### src/rtl/unified_mem_arbiter.sv
// unified_mem_arbiter
// Shares one single-port 64-bit synchronous memory between instruction fetch,
// the data (MEM-stage) port and a boot loader. Data normally wins over fetch,
// but a starvation counter forces a fetch grant after STARVE_LIMIT lost cycles.
// A mode FSM (RUN/LOAD/DRAIN) holds the CPU while the loader owns the memory.

module unified_mem_arbiter #(
  parameter int ADDR_W       = 13,
  parameter int STARVE_LIMIT = 4
) (
  input  logic              clk,
  input  logic              reset,
  input  logic              if_req,
  input  logic [63:0]       if_addr,
  output logic              if_gnt,
  output logic              if_rvalid,
  output logic [31:0]       if_rdata,
  input  logic              d_req,
  input  logic              d_we,
  input  logic [63:0]       d_addr,
  input  logic [63:0]       d_wdata,
  input  logic [7:0]        d_wstrb,
  output logic              d_gnt,
  output logic              d_rvalid,
  output logic [63:0]       d_rdata,
  input  logic              ld_mode,
  input  logic              ld_req,
  input  logic [63:0]       ld_addr,
  input  logic [31:0]       ld_wdata,
  output logic              ld_gnt,
  output logic              cpu_hold,
  output logic              mem_en,
  output logic [7:0]        mem_we,
  output logic [ADDR_W-1:0] mem_addr,
  output logic [63:0]       mem_wdata,
  input  logic [63:0]       mem_rdata
);

  localparam int CNT_W = $clog2(STARVE_LIMIT + 1);
  localparam logic [CNT_W-1:0] LIMIT = CNT_W'(STARVE_LIMIT);

  typedef enum logic [1:0] {ST_RUN, ST_LOAD, ST_DRAIN} mode_t;
  typedef enum logic [1:0] {OWN_NONE, OWN_IF, OWN_D} owner_t;

  mode_t            state;
  mode_t            state_next;
  owner_t           owner;
  logic             addr_hi;
  logic [CNT_W-1:0] starve_cnt;

  // Address bits that never reach the memory (byte offset and out-of-range upper bits)
  logic unused_addr_bits;
  assign unused_addr_bits = ^{if_addr[63:ADDR_W+3], if_addr[1:0],
                              d_addr[63:ADDR_W+3], d_addr[2:0],
                              ld_addr[63:ADDR_W+3], ld_addr[1:0]};

  // Mode state register
  always_ff @(posedge clk) begin
    if (reset) state <= ST_RUN;
    else       state <= state_next;
  end

  // Mode transitions: loader takes over on ld_mode, one drain cycle on release
  always_comb begin
    state_next = state;
    case (state)
      ST_RUN:   if (ld_mode)  state_next = ST_LOAD;
      ST_LOAD:  if (!ld_mode) state_next = ST_DRAIN;
      ST_DRAIN: state_next = ST_RUN;
      default:  state_next = ST_RUN;
    endcase
  end

  // Grant generation: one winner per cycle, nothing while reset or on the RUN->LOAD edge
  always_comb begin
    if_gnt = 1'b0;
    d_gnt  = 1'b0;
    ld_gnt = 1'b0;
    if (!reset) begin
      case (state)
        ST_RUN: begin
          if (!ld_mode) begin
            if (if_req && (starve_cnt == LIMIT)) if_gnt = 1'b1;
            else if (d_req)                      d_gnt  = 1'b1;
            else if (if_req)                     if_gnt = 1'b1;
          end
        end
        ST_LOAD: ld_gnt = ld_req;
        default: ;
      endcase
    end
  end

  // Memory command mux driven by whichever requester won this cycle
  always_comb begin
    mem_en    = 1'b0;
    mem_we    = 8'h00;
    mem_addr  = '0;
    mem_wdata = 64'h0;
    if (if_gnt) begin
      mem_en   = 1'b1;
      mem_addr = if_addr[ADDR_W+2:3];
    end else if (d_gnt) begin
      mem_en    = 1'b1;
      mem_addr  = d_addr[ADDR_W+2:3];
      mem_we    = d_we ? d_wstrb : 8'h00;
      mem_wdata = d_we ? d_wdata : 64'h0;
    end else if (ld_gnt) begin
      mem_en    = 1'b1;
      mem_addr  = ld_addr[ADDR_W+2:3];
      mem_we    = ld_addr[2] ? 8'hF0 : 8'h0F;
      mem_wdata = {ld_wdata, ld_wdata};
    end
  end

  // Starvation counter: counts fetch cycles lost to data, frozen outside RUN
  always_ff @(posedge clk) begin
    if (reset) begin
      starve_cnt <= '0;
    end else if (state == ST_RUN) begin
      if (if_gnt || !if_req)                starve_cnt <= '0;
      else if (d_gnt && starve_cnt != LIMIT) starve_cnt <= starve_cnt + 1'b1;
    end
  end

  // Read owner of the next cycle's memory data, plus the fetch word select
  always_ff @(posedge clk) begin
    if (reset) begin
      owner   <= OWN_NONE;
      addr_hi <= 1'b0;
    end else if (if_gnt) begin
      owner   <= OWN_IF;
      addr_hi <= if_addr[2];
    end else if (d_gnt && !d_we) begin
      owner   <= OWN_D;
    end else begin
      owner   <= OWN_NONE;
    end
  end

  // CPU hold tracks the mode register, so it is registered from the next state
  always_ff @(posedge clk) begin
    if (reset) cpu_hold <= 1'b0;
    else       cpu_hold <= (state_next != ST_RUN);
  end

  assign if_rvalid = (owner == OWN_IF);
  assign d_rvalid  = (owner == OWN_D);
  assign if_rdata  = if_rvalid ? (addr_hi ? mem_rdata[63:32] : mem_rdata[31:0]) : 32'h0;
  assign d_rdata   = d_rvalid ? mem_rdata : 64'h0;

endmodule

### config.mk
export PLATFORM = sky130hd
export DESIGN_NAME = unified_mem_arbiter
export DESIGN_NICKNAME = d
export VERILOG_FILES = /design/src/rtl/unified_mem_arbiter.sv
export SDC_FILE = /design/constraint.sdc
export NUM_CORES = 1
export LEC_CHECK = 0
export CORE_AREA = 2 2 216 218
export CTS_BUF_LIST = sky130_fd_sc_hd__clkbuf_8
export DETAILED_ROUTE_END_ITERATION = 8
export DIE_AREA = 0 0 218 220
export PLACE_DENSITY = 0.45
export SLEW_MARGIN = 20
export SYNTH_ARGS = -nofsm -noshare
export SYNTH_HDL_FRONTEND = slang
export SYNTH_SLANG_ARGS = --single-unit
export TNS_END_PERCENT = 30
### constraint.sdc
create_clock -name clk -period 4.5 [get_ports clk]
set_input_delay 0.9 -clock clk [delete_from_list [all_inputs] [get_ports clk]]
set_output_delay 0.9 -clock clk [all_outputs]
set_load 0.03 [all_outputs]
; Word level (Yosys, flattened, before mapping)
; Cells that the tools add are included.
[word_totals]
regBits = 9
out_inout_bits = 188
[op_classes]
n_addsub = 1
n_eq_ne = 5
n_mux = 38
n_reduce_logical = 11
[op_table]
columns = op, n
row1 = $mux 64, 5
row2 = $mux 32, 2
row3 = $mux 8, 5
row4 = $mux 13, 3
row5 = $mux 1, 17
row6 = $mux 2, 3
row7 = $mux 3, 2
row8 = $eq 2x1->1 const B, 2
row9 = $pmux 2 s2, 1
row10 = $reduce_bool 2->1, 2
row11 = $add 3x1->3 const B, 1
row12 = $eq 3x3->1 const B, 1
row13 = $logic_and 1x1->1, 3
row14 = $ne 3x3->1 const B, 1
row15 = $eq 2x2->1 const B, 1
row16 = $logic_not 1->1, 2
row17 = $logic_not 2->1, 1
row18 = $reduce_and 2->1, 1
row19 = $reduce_or 2->1, 1
row20 = $logic_or 1x1->1, 1

; Logic depth before layout (Yosys ltp)
[logic_depth]
ltp_word = 9
mapped_depth = 8

; Worst setup path after synthesis
; Ideal clock, no wire load.
[synth_path]
path_kind = in2out
startpoint = input port reset
endpoint = output port mem_addr[10]
arrival_time_ns = 2.585
setup_slack_ns = 1.015
path_stages = 7
n_path_buf = 4
cell_sequence = buf_2 > or2_2 > clkbuf_1 > or3_1 > buf_6 > buf_6 > a31oi_1
[synth_via]
elab_chain_len = 4
[synth_lines]
columns = item, line
row1 = start: declaration, 12  ; input logic reset,
row2 = $mux 1, 79  ; if (!reset) begin
row3 = $mux 13, 108  ; end else if (ld_gnt) begin
row4 = $mux 13, 103  ; end else if (d_gnt) begin
row5 = $mux 13 *, 100  ; if (if_gnt) begin
row6 = end: declaration, 34  ; output logic [ADDR_W-1:0] mem_addr,
; Every way passes the cells marked *; elsewhere a longest branch is shown, timed or not.

; Worst setup path after layout
[layout_path]
startpoint = input port reset
endpoint = output port mem_addr[12]
; Same word-level chain as after synthesis.

==> flow_metrics.py <==
metrics = {
    "grt": {
        "grt_usage_pct": 8.60,
        "antenna_found_initial": 3,
        "grt_pass1_wl_mm": 29.6,
        "grt_max_degree": 65,
        "grt_pass1_vias": 4506,
        "grt_overflow_total": 0,
    },
    "critical_path": {
        "crit_path_start_kind": "input port",
        "cp.buffers_inverters": 3,
        "critPathMaxStageDelay_ns": 0.72,
        "critPathMaxFanout": 5,
        "worstPathRequired_ns": 3.60,
        "crit_arrival_ns": 3.26,
        "endpoint_kind": "output pin",
        "path_class": "in -> out",
        "crit_family": "buffers and inverters",
        "slowest_stage": "clkdlybuf4s50_1",
        "crit_chain": "clkdlybuf4s50_1, or2_2, or3_1, buf_4, a31oi_1, clkdlybuf4s50_1",
        "crit_path_frequent_cell": "clkdlybuf4s50_1",
    },
    "pwr": {
        "p_clk_share_pct": 13.7,
        "p_int_uw": 434,
        "p_leak_uw": 0.00271,
        "vdd_drop_max_uv": 55.7,
        "seqPwrFrac_pct": 12.6,
        "p_switching_uw": 271,
        "power_density_nw_per_um2": 94.1,
        "switching_share_pct": 38.5,
        "combPwrFrac_pct": 73.6,
    },
    "clocking": {
        "holdBufCountCts": 0,
        "root_buffer": "clkbuf_8",
        "cts_resized": 0,
        "cts_tree": "done",
        "post-cts-setup-buffer-count": 0,
        "cts_buffers": 3,
        "clk_pin_slew_ns": 0.05,
        "cts_sinks": 9,
        "clkLatencyLatePin_ns": 0.24,
        "clk_path_buf_depth": 2,
        "htreeDepth": 1,
    },
    "floorplan": {
        "dieHeight_um": 220,
        "fp-row-count": 79,
        "die_w_um": 218,
        "start_util_pct": 5.37,
        "pin_count": 555,
        "core_um2": 45900,
        "dieArea_um2": 48000,
    },
    "routing": {
        "route.detailed.drc": 0,
        "vias": 4393,
        "routed_wl_mm": 22.2,
        "ant_nets": 0,
        "viasPerCell": 3.26,
        "drt_iter0_drc": 222,
        "wl_per_cell_um": 16.5,
        "first_pass_iters": 4,
    },
    "yosys": {
        "synth-edff-count": 0,
        "synth_ff_type": "dfxtp_1",
        "synth_async_sr_flop_share_pct": 0,
        "ys_warn_count": 0,
        "syn_avg_cell_area_um2": 6.96,
        "syn_nets": 723,
        "yosys_register_bits": 9,
        "ys_types": 37,
        "yosysSeqAreaShare_pct": 7.31,
        "synthCells": 354,
        "syn_area_um2": 2460,
    },
    "sta": {
        "worstMarginPinSlew_ns": 0.958,
        "max_freq_mhz": 241,
        "holdWs_ns": 0.485,
        "min_period_over_period_pct": 92.4,
        "fin_worst_skew_ns": 0.00436,
        "finalSetupViolations": 0,
        "setup_tns_ns": 0,
        "post-route-min-period_ns": 4.16,
        "drv_slew": 0,
        "max_slew_margin_pct": 36.2,
        "hold_viol": 0,
        "rsz0062_at_grt": "false",
    },
    "layout": {
        "syn_to_final_growth_pct": 204,
        "final_nets": 1109,
        "drive_above_1_share_pct": 15.0,
        "final_cell_mix": "326 x clkdlybuf4s50_1, 69 x buf_4, 64 x a22o_1, 64 x and2_1",
        "final_common_cell": "clkdlybuf4s50_1",
    },
    "placement": {
        "io_buffers": 403,
        "dp_hpwl_mm": 19.4,
        "gp_congestion": 0.782,
    },
    "run": {
        "maxCapViolations": 0,
    },
    "hold_path": {
        "hp-class": "reg -> reg",
    },
    "outcome": {
        "status": "finished clean",
    },
}
-- synthesized netlist by cell type (all sizes together) (4+ instances only) --
cell    count  share of area, %
a21o        4               1.2
a22o       64                23
a31oi      14               3.6
and2       64                16
buf        16               4.3
clkbuf     29               4.4
dfxtp       9               7.3
inv         9               1.4
mux2i      32                13
nand2      15               2.3
nand4      15               3.8
nor2       32               4.9
nor2b       4               1.0
nor4       14               4.2
o21ai       5               1.0
-- metrics by stage --
step	power [uW]	utilization (%)	setup slack, ns	instances	area [um2]
after global placement	613	16.2	0.307	1342	7440
after CTS	713	16.3	0.298	1346	7480
after global routing	745	16.3	0.229	1346	7480
after detailed placement	614	16.2	0.320	1342	7440
after floorplan	261	-	1.02	354	2460
final	705	16.3	0.343	1347	7490
-- power by group through the flow --
stage	logic, uW	registers [uW]	clock network, uW
floorplan	174	87.2	0
detailed placement	523	90.7	0
global route	549	89.6	106
finish	519	89.1	96.6
CTS	525	89.1	99.7
global placement	523	90.6	0
-- layout make-up --
cell class / count / area [um2]
antenna: 1 / 2.50
clock buffer: 3 / 41.3
clock inverter: 1 / 3.75
fill: 5188 / 38400
inverter: 9 / 33.8
multi-input combinational: 291 / 2060
sequential: 9 / 181
tap: 607 / 759
timing repair buffer: 426 / 4400
-- worst paths after layout --
kind / slack [ns] / startpoint / depth (start not counted) / end
max: 0.34 / reset / 6 / mem_addr[12]
min: 0.49 / starve_cnt[0] / 2 / starve_cnt[0]
max reg2reg: 2.73 / state[1] / 4 / addr_hi
min reg2reg: 0.49 / starve_cnt[0] / 2 / starve_cnt[0]
-- cell families (layout without fill, tap and decap cells) --
group	after synthesis	in the layout	share of synthesized area (%)
other cells	0	1	0
buf+inv	54	439	10.1
fa+ha+maj	2	2	1.02
simple gates	159	159	36.9
flops	9	9	7.31
mux	32	32	13.0
compound gates	98	98	31.7
-- state kept, by name, indices dropped and copies added, names as in the netlist --
name,flops
addr_hi,1
starve_cnt,3
cpu_hold,1
state,2
owner,2
-- metal layers --
| layer | up-vias | part of all wire, % | track usage, % |
|---|---|---|---|
| met5 | - | 0.12 | 0 |
| met4 | 4 | 2.6 | 2.52 |
| met3 | 24 | 15 | 4.75 |
| met2 | 329 | 45 | 14.6 |
| met1 | 1947 | 38 | 9.10 |
| li1 | 2089 | - | - |
-- worst reg2reg max path, delay by kind of cell, from the launching register on --
| family | cells | cell delay, ns |
|---|---|---|
| flops | 1 | 0.43 |
| buf+inv | 1 | 0.23 |
| compound gates | 1 | 0.13 |
| simple gates | 2 | 0.92 |
(Power assumes the default switching activity.)
